<file path="src/rtl/uart_cmd_pkg.sv">
// Shared definitions for the UART command sequencer: FSM states, opcodes and framing bytes.
package uart_cmd_pkg;

    typedef enum logic [2:0] {
        ST_HUNT,
        ST_CMD,
        ST_ADDR,
        ST_DATA,
        ST_CSUM,
        ST_EXEC,
        ST_RDWAIT,
        ST_RESP
    } state_t;

    localparam logic [7:0] CMD_LUT_WR  = 8'h01;
    localparam logic [7:0] CMD_LUT_RD  = 8'h02;
    localparam logic [7:0] CMD_CTRL_WR = 8'h03;

    localparam logic [7:0] SYNC_BYTE = 8'hA5;
    localparam logic [7:0] RESP_ACK  = 8'h5A;
    localparam logic [7:0] RESP_NAK  = 8'hEE;

    // UART RX error code meaning "no error"
    localparam logic [1:0] NOERROR = 2'd0;

    function automatic logic is_valid_cmd(input logic [7:0] c);
        return (c == CMD_LUT_WR) || (c == CMD_LUT_RD) || (c == CMD_CTRL_WR);
    endfunction

endpackage

</file>
<file path="src/rtl/uart_timeout_cnt.sv">
// Inter-byte idle timer: counts enabled clocks, expires on reaching TIMEOUTCYCLES-1.
// Latency: expire is combinational on the count; clear dominates enable.
// Backpressure: none, pure counter.
module uart_timeout_cnt #(
    parameter int TIMEOUTCYCLES = 1_000_000
) (
    input  logic clk,
    input  logic rst,
    input  logic clear,
    input  logic enable,
    output logic expire
);

    localparam int CW = (TIMEOUTCYCLES > 2) ? $clog2(TIMEOUTCYCLES) : 1;
    localparam logic [CW-1:0] LAST = CW'(TIMEOUTCYCLES - 1);

    logic [CW-1:0] cnt;

    always_ff @(posedge clk) begin
        if (rst || clear) begin
            cnt <= '0;
        end else if (enable && (cnt != LAST)) begin
            cnt <= cnt + CW'(1);
        end
    end

    assign expire = enable && (cnt == LAST);

endmodule

</file>
<file path="src/rtl/uart_cmd_ctrl.sv">
// Frames SYNC/CMD/ADDR/DATA/CSUM packets from the RX FIFO, drives the LUT / ctrl reg, answers on TX.
// Latency: LUT strobe 1 clk after the CSUM pop; write/ctrl ACK 2 clks, read data 3 clks, NAK 1 clk.
// Backpressure: holds the response while txFull; RX is not popped until the response is pushed.
module uart_cmd_ctrl
    import uart_cmd_pkg::*;
#(
    parameter int          LUTADDRBIT    = 8,
    parameter int          LUTDATABIT    = 8,
    parameter int          TIMEOUTCYCLES = 1_000_000,
    parameter logic [7:0]  SYNCBYTE      = SYNC_BYTE
) (
    input  logic                  clk,
    input  logic                  rst,
    input  logic [7:0]            rxData,
    input  logic                  rxEmpty,
    output logic                  rxRead,
    input  logic [1:0]            rxError,
    output logic                  lutWe,
    output logic                  lutRe,
    output logic [LUTADDRBIT-1:0] lutAddr,
    output logic [LUTDATABIT-1:0] lutWdata,
    input  logic [LUTDATABIT-1:0] lutRdata,
    output logic [7:0]            txData,
    output logic                  txWrite,
    input  logic                  txFull,
    output logic                  gammaEnable,
    output logic [7:0]            errCount
);

    state_t     state, state_nxt;
    logic [7:0] cmd_q, addr_q, data_q;
    logic       byte_st, pkt_st, pop, abort, csum_ok, err_inc, tmo_expire;

    assign byte_st = state inside {ST_HUNT, ST_CMD, ST_ADDR, ST_DATA, ST_CSUM};
    assign pkt_st  = state inside {ST_CMD, ST_ADDR, ST_DATA, ST_CSUM};
    assign pop     = byte_st && !rxEmpty && !rst;
    // A line error in the same clock as a pop wins; the popped byte is dropped.
    assign abort   = pkt_st && ((rxError != NOERROR) || tmo_expire);
    assign csum_ok = (rxData == (cmd_q ^ addr_q ^ data_q)) && is_valid_cmd(cmd_q);
    assign err_inc = abort || ((state == ST_CSUM) && pop && !csum_ok);

    uart_timeout_cnt #(
        .TIMEOUTCYCLES(TIMEOUTCYCLES)
    ) u_tmo (
        .clk   (clk),
        .rst   (rst),
        .clear (pop || !pkt_st),
        .enable(pkt_st && rxEmpty),
        .expire(tmo_expire)
    );

    always_ff @(posedge clk) begin
        if (rst) begin
            state <= ST_HUNT;
        end else begin
            state <= state_nxt;
        end
    end

    always_comb begin
        state_nxt = state;
        case (state)
            ST_HUNT:   if (pop && (rxData == SYNCBYTE)) state_nxt = ST_CMD;
            ST_CMD:    if (abort) state_nxt = ST_HUNT; else if (pop) state_nxt = ST_ADDR;
            ST_ADDR:   if (abort) state_nxt = ST_HUNT; else if (pop) state_nxt = ST_DATA;
            ST_DATA:   if (abort) state_nxt = ST_HUNT; else if (pop) state_nxt = ST_CSUM;
            ST_CSUM:   if (abort) state_nxt = ST_HUNT;
                       else if (pop) state_nxt = csum_ok ? ST_EXEC : ST_RESP;
            ST_EXEC:   state_nxt = (cmd_q == CMD_LUT_RD) ? ST_RDWAIT : ST_RESP;
            ST_RDWAIT: state_nxt = ST_RESP;
            ST_RESP:   if (!txFull) state_nxt = ST_HUNT;
            default:   state_nxt = ST_HUNT;
        endcase
    end

    always_comb begin
        rxRead  = pop;
        lutWe   = !rst && (state == ST_EXEC) && (cmd_q == CMD_LUT_WR);
        lutRe   = !rst && (state == ST_EXEC) && (cmd_q == CMD_LUT_RD);
        txWrite = !rst && (state == ST_RESP) && !txFull;
    end

    assign lutAddr  = addr_q[LUTADDRBIT-1:0];
    assign lutWdata = data_q[LUTDATABIT-1:0];

    always_ff @(posedge clk) begin
        if (rst) begin
            cmd_q       <= '0;
            addr_q      <= '0;
            data_q      <= '0;
            txData      <= '0;
            gammaEnable <= 1'b0;
            errCount    <= '0;
        end else begin
            if (pop && !abort) begin
                case (state)
                    ST_CMD:  cmd_q  <= rxData;
                    ST_ADDR: addr_q <= rxData;
                    ST_DATA: data_q <= rxData;
                    ST_CSUM: if (!csum_ok) txData <= RESP_NAK;
                    default: ;
                endcase
            end
            if (state == ST_EXEC) begin
                if (cmd_q == CMD_CTRL_WR) gammaEnable <= data_q[0];
                txData <= RESP_ACK;
            end
            // Read data replaces the provisional ACK one clock after the strobe.
            if (state == ST_RDWAIT) txData <= 8'(lutRdata);
            if (err_inc && (errCount != 8'hFF)) errCount <= errCount + 8'd1;
        end
    end

endmodule
</file>
<file path="config.mk">
export PLATFORM = sky130hd
export DESIGN_NAME = uart_cmd_ctrl
export DESIGN_NICKNAME = d
export VERILOG_FILES = /design/src/rtl/uart_cmd_pkg.sv /design/src/rtl/uart_timeout_cnt.sv /design/src/rtl/uart_cmd_ctrl.sv
export SDC_FILE = /design/constraint.sdc
export NUM_CORES = 1
export LEC_CHECK = 0
export CAP_MARGIN = 20
export CORE_ASPECT_RATIO = 1.5
export CORE_UTILIZATION = 50
export CTS_BUF_LIST = sky130_fd_sc_hd__clkbuf_4 sky130_fd_sc_hd__clkbuf_8
export DETAILED_ROUTE_END_ITERATION = 6
export PLACE_DENSITY = 0.78
export SLEW_MARGIN = 20
export SYNTH_ARGS = -nofsm -noshare
export SYNTH_HDL_FRONTEND = slang
export SYNTH_HIERARCHICAL = 1
export SYNTH_SLANG_ARGS = --single-unit
</file>
<file path="constraint.sdc">
create_clock -name clk -period 2.9 [get_ports clk]
set_input_delay 0.435 -clock clk [delete_from_list [all_inputs] [get_ports clk]]
set_output_delay 0.435 -clock clk [all_outputs]
set_load 0.1 [all_outputs]
</file>
# == Yosys cells after proc, flatten, opt, wreduce, memory -nomap -nowiden ==
# Index checks and enable logic that the tools add are counted.
# op_classes
add_sub_neg,2
eq_ne,22
n_mux,18
bitwise,2
n_reduce_logical,41
# op_table
operator,n
8-bit two-way mux,5
3-bit two-way mux,10
3-bit case mux with 8 select lines,1
"20-bit by 1-bit adder with 20-bit output, second input constant",1
"20-bit equality test, second input constant",1
"20-bit != test, second input constant",1
1-bit logical AND,17
"8-bit by 2-bit equality test with 1-bit output, second input constant",2
8-bit bitwise XOR,2
"3-bit equality test, second input constant",4
"3-bit != test, second input constant",4
"8-bit by 1-bit adder with 8-bit output, second input constant",1
"8-bit by 1-bit equality test with 1-bit output, second input constant",1
8-bit equality test,1
"8-bit equality test, second input constant",1
"8-bit != test, second input constant",1
2-bit AND reduction,4
"3-bit by 2-bit equality test with 1-bit output, second input constant",2
1-bit logical NOT,6
1-bit logical OR,6
6-bit AND reduction,1
3-bit nonzero test,2
5-bit nonzero test,1
4-bit nonzero test,1
other kinds (9),9
# totals
register_bits,64
input_bits,22
wordCells,93

# == Logic depth before layout (Yosys ltp) ==
# Gate-level depths: netlist of the first run.
# logic_depth
word_depth,11
ltp_mapped,12
depth_no_buf,12

# == Modules after synthesis ==
# Netlist of the first run, hierarchy kept.
# modules_own_cells
module,instances,cells_each,area_per_inst_um2,seq_area_each_um2
uart_cmd_ctrl,1,288,2432.3,880.8
uart_timeout_cnt,1,129,1093.5,400.4

# == Worst setup path after synthesis of the first run ==
# No wires, ideal clock.
# synth_path
kind,input to output
from,in rst
to,out lutWe
arrival_ns,3.759
t_required_ns,2.465
setup_slack_ns,-1.294
path_stages,3
n_path_buf,2
path_cell_list,clkbuf_1 buf_1 nor4_1
# synth_between
elab_chain_len,3
# synth_rtl
item,line_no,source
start: declaration,uart_cmd_ctrl.sv:13,"input logic rst,"
1-bit logical NOT,uart_cmd_ctrl.sv:78,lutWe = !rst && (state == ST_EXEC) && (cmd_q == CMD_LUT_WR);
1-bit logical AND (2 in series),uart_cmd_ctrl.sv:78,
end: declaration,uart_cmd_ctrl.sv:18,"output logic lutWe,"
# Every way passes these cells.

# == Worst setup path after layout of the first run ==
# layout_path
from,reg u_tmo.cnt[0]
to,reg errCount[7]
# layout_between
elab_chain_len,6
# layout_rtl
item,line_no,source
start: declaration,uart_timeout_cnt.sv:17,logic [CW-1:0] cnt;
start signal: assignment,uart_timeout_cnt.sv:23,cnt <= cnt + CW'(1);
20-bit equality test,uart_timeout_cnt.sv:27,assign expire = enable && (cnt == LAST);
1-bit logical AND,uart_timeout_cnt.sv:27,
via tmo_expire,uart_cmd_ctrl.sv:32,"logic byte_st, pkt_st, pop, abort, csum_ok, err_inc, tmo_expire;"
1-bit logical OR,uart_cmd_ctrl.sv:38,assign abort = pkt_st && ((rxError != NOERROR) || tmo_expire);
1-bit logical AND,uart_cmd_ctrl.sv:38,
1-bit logical OR,uart_cmd_ctrl.sv:40,assign err_inc = abort || ((state == ST_CSUM) && pop && !csum_ok);
1-bit logical AND,uart_cmd_ctrl.sv:110,if (err_inc && (errCount != 8'hFF)) errCount <= errCount + 8'd1;
end signal: assignment,uart_cmd_ctrl.sv:110,
end: declaration,uart_cmd_ctrl.sv:27,output logic [7:0] errCount
# The timed path passes the listed nets, and every way through them passes these cells.
# A chain may end at the register's enable or synchronous reset.

==> impl_metrics.env, run 1 <==
export IMPL_status="complete, but fails checks"
export IMPL_violations="design-rule violations"
export IMPL_finalWorstSetupSlack_ns=0.207
export IMPL_tightest_slew_ns=0.746
export IMPL_worstSetupPathType="flop to flop"
export IMPL_dpl_hpwl_um=6340
export IMPL_power_density_nw_per_um2=381
export IMPL_drc_errors=2
export IMPL_num_io_pins=59
export IMPL_maxCapViolCount=0
export IMPL_cts_buffer_depth=2
export IMPL_rsz0062_at_grt="no"
export IMPL_worst_path_max_delay_cell="dfxtp_1"
export IMPL_maxSlewHeadroom_pct=50.1
export IMPL_finalHoldViolations=0
export IMPL_ys_ff_latch=64
export IMPL_gp_congestion=0.935
export IMPL_place_worst_setup_slack_ns=0.116
export IMPL_io_buffers=58
export IMPL_detail_route_antenna_nets=0
export IMPL_holdWs_ns=0.470
export IMPL_fin_area_um2=4280
export IMPL_synth_edf_count=0
export IMPL_grt_util_all_layers_pct=24.3
export IMPL_dieArea_um2=7400
export IMPL_syn_area_um2=3530
export IMPL_vias_per_cell=5.77
export IMPL_path_cells="ha_1, nand2_1, nor3_1, nand4_1, nor4bb_1, or3_1, nand2_1, o22a_2, o21ai_4, and3_4, mux2_4"
export IMPL_area_growth_pct=21.3
export IMPL_yosysTopAreaCellShare_pct=36.3
export IMPL_die_h_um=105
export IMPL_hold_class="input port to flop"
export IMPL_power_frac_seq_pct=53.9
export IMPL_htree_levels=3
export IMPL_cp_common_cell="nand2_1"
export IMPL_drive_gt1_share_pct=19.9
export IMPL_core_area_um2=6850
export IMPL_ys_warn_count=6
export IMPL_grt_pass1_vias=3210
export IMPL_fill_cells=635
export IMPL_slew_viol_final=0
export IMPL_arrival_ns=2.92
export IMPL_clock_latency_ns=0.34
export IMPL_diodes=0
export IMPL_grt_max_degree=37
export IMPL_root_buffer="clkbuf_8"
export IMPL_ys_flop_type="dfxtp_1"
export IMPL_nets=507
export IMPL_grt_pass1_wl_um=14300
export IMPL_cpPeakStageDelay_ns=0.43
export IMPL_antenna_found_initial=0
export IMPL_yosysMostFrequentCell="dfxtp_1"
export IMPL_fmax_mhz=371
export IMPL_p_sw_uw=384
export IMPL_worstPathRequired_ns=3.13
export IMPL_final_core_util_pct=62.4
export IMPL_cts_hold_buf=0
export IMPL_cts_buffers=9
export IMPL_cp_end_kind="flop"
export IMPL_switching_share_pct=23.6
export IMPL_wirelength_um=8470
export IMPL_vias=3260
export IMPL_finalSetupViolCount=0
export IMPL_yosys_top_cells_area="dfxtp_1 36%, xnor2_1 5.5%, mux2i_1 5.1%"
export IMPL_grt_ovfl_total=0
export IMPL_wl_per_cell_um=15.0
export IMPL_worstSetupStartpointType="flop"
export IMPL_dr_first_iter_drc_count=118
export IMPL_synth_distinct_cells=66
export IMPL_syn_nets=441
export IMPL_leakagePower_nw=1.59
export IMPL_dieWidth_um=70.6
export IMPL_avgSynthCellArea_um2=8.46
export IMPL_yosysSeqAreaShare_pct=36.3
export IMPL_p_clk_share_pct=40.1
export IMPL_cts_tree="done"
export IMPL_ir_worst_vdd_uv=246
export IMPL_combinationalPowerShare_pct=6.0
export IMPL_fin_crit_ns=2.69
export IMPL_synthCells=417
export IMPL_fin_crit_sh_pct=92.9
export IMPL_yosysTopAreaCell="dfxtp_1"
export IMPL_synthTopCellsByCount="64 x dfxtp_1, 48 x nor2_1, 46 x nand2_1"
export IMPL_cts_resized_gates=0
export IMPL_internal_power_mw=1.25
export IMPL_dr_pass1_iters=7
export IMPL_place_area_um2=4120
export IMPL_postCtsSetupBuffers=0
export IMPL_async_flop_share_pct=0
export IMPL_skew_ns=0.00551
export IMPL_cts_clk_slew_worst_paths_ns=0.07
export IMPL_cts_sinks=64
export IMPL_cp_max_fo=9
export IMPL_initial_core_util_pct=51.5
export IMPL_rows=37
## through the flow
stage                     TNS (ns)  instances  power, mW
after detailed placement         0        550      0.996
after global routing             0        565       1.69
after floorplan              -1.05        417      0.943
final                            0        565       1.63
after CTS                        0        565       1.65
after global placement           0        550      0.995
## per-layer routing
metal | up-vias | track usage [%] | share of wire (%)
li1 | 1627 | - | -
met4 | 0 | 13.6 | 3.5
met1 | 1542 | 26.0 | 40
met3 | 21 | 4.24 | 3.1
met2 | 70 | 44.4 | 53
met5 | - | 0 | 0
## placed cells by master (no fill, tap or decap), types with 4 or more instances in the layout
| master | instances |
|---|---|
| nor3_1 | 5 |
| nor2b_1 | 4 |
| nand2_1 | 46 |
| a21oi_1 | 35 |
| xnor2_1 | 22 |
| inv_1 | 5 |
| nand3_1 | 33 |
| clkbuf_8 | 9 |
| mux2i_1 | 18 |
| or4_1 | 5 |
| clkdlybuf4s50_1 | 20 |
| or3_1 | 6 |
| nand4_1 | 11 |
| a211oi_1 | 6 |
| nor2_1 | 48 |
| xor2_1 | 8 |
| o31ai_1 | 5 |
| dfxtp_1 | 64 |
| buf_4 | 54 |
| o21ai_0 | 6 |
## cell families after synthesis
logic type,share of synthesized area (%)
buffers and inverters,4.65
flip-flops,36.3
multiplexers,6.17
XOR/XNOR,7.45
AO/OA/AOI/OAI,13.7
adder cells (fa/ha/maj),0.710
AND/OR/NAND/NOR,30.9
## state kept, by name (all words and copies together) (netlist names)
name	cells
u_tmo/cnt	20
cmd_q	8
errCount	8
lutAddr	8
lutWdata	8
txData	8
state	3
gammaEnable	1
## power by group through the flow
stage,Combinational (mW),Sequential (mW),Clock (mW)
finish,0.0975,0.879,0.653
global route,0.105,0.878,0.709
CTS,0.0979,0.879,0.671
detailed placement,0.0972,0.899,0
global placement,0.0962,0.899,0
floorplan,0.0441,0.899,0
## final timing paths
kind / from / endpoint / slack (ns) / depth (start not counted)
hold reg to reg: u_tmo/cnt[19] / u_tmo/cnt[19] / 0.48 / 2
setup / recovery: u_tmo/cnt[0] / errCount[7] / 0.21 / 11
setup reg to reg: u_tmo/cnt[0] / errCount[7] / 0.21 / 11
hold / removal: rst / u_tmo/cnt[0] / 0.47 / 3
## cell type report
cell class	instances	area, um2	share of cell area [%]
Clock buffer	11	139	3.25
Clock inverter	4	22.5	0.527
Inverter	5	18.8	0.439
Multi-Input combinational cell	327	2090	48.8
Sequential cell	64	1280	30.0
Tap cell	78	97.6	2.28
Timing Repair Buffer	76	631	14.7
## critical path: cells and delay by family, from the launching register on
| kind | cells | cell delay [ns] |
|---|---|---|
| AO/OA/AOI/OAI | 2 | 0.36 |
| adder cells (fa/ha/maj) | 1 | 0.21 |
| flip-flops | 1 | 0.43 |
| multiplexers | 1 | 0.28 |
| AND/OR/NAND/NOR | 7 | 1.30 |
(Power assumes the default switching activity.)
==> run 2: changes to the inputs <==
--- a/config.mk
+++ b/config.mk
@@ -5,7 +5,6 @@
 export SDC_FILE = /design/constraint.sdc
 export NUM_CORES = 1
 export LEC_CHECK = 0
-export CAP_MARGIN = 20
 export CORE_ASPECT_RATIO = 1.5
 export CORE_UTILIZATION = 50
 export CTS_BUF_LIST = sky130_fd_sc_hd__clkbuf_4 sky130_fd_sc_hd__clkbuf_8
==> results of run 2 <==
Final layout, timing and power as in run 1 (identical DEF).
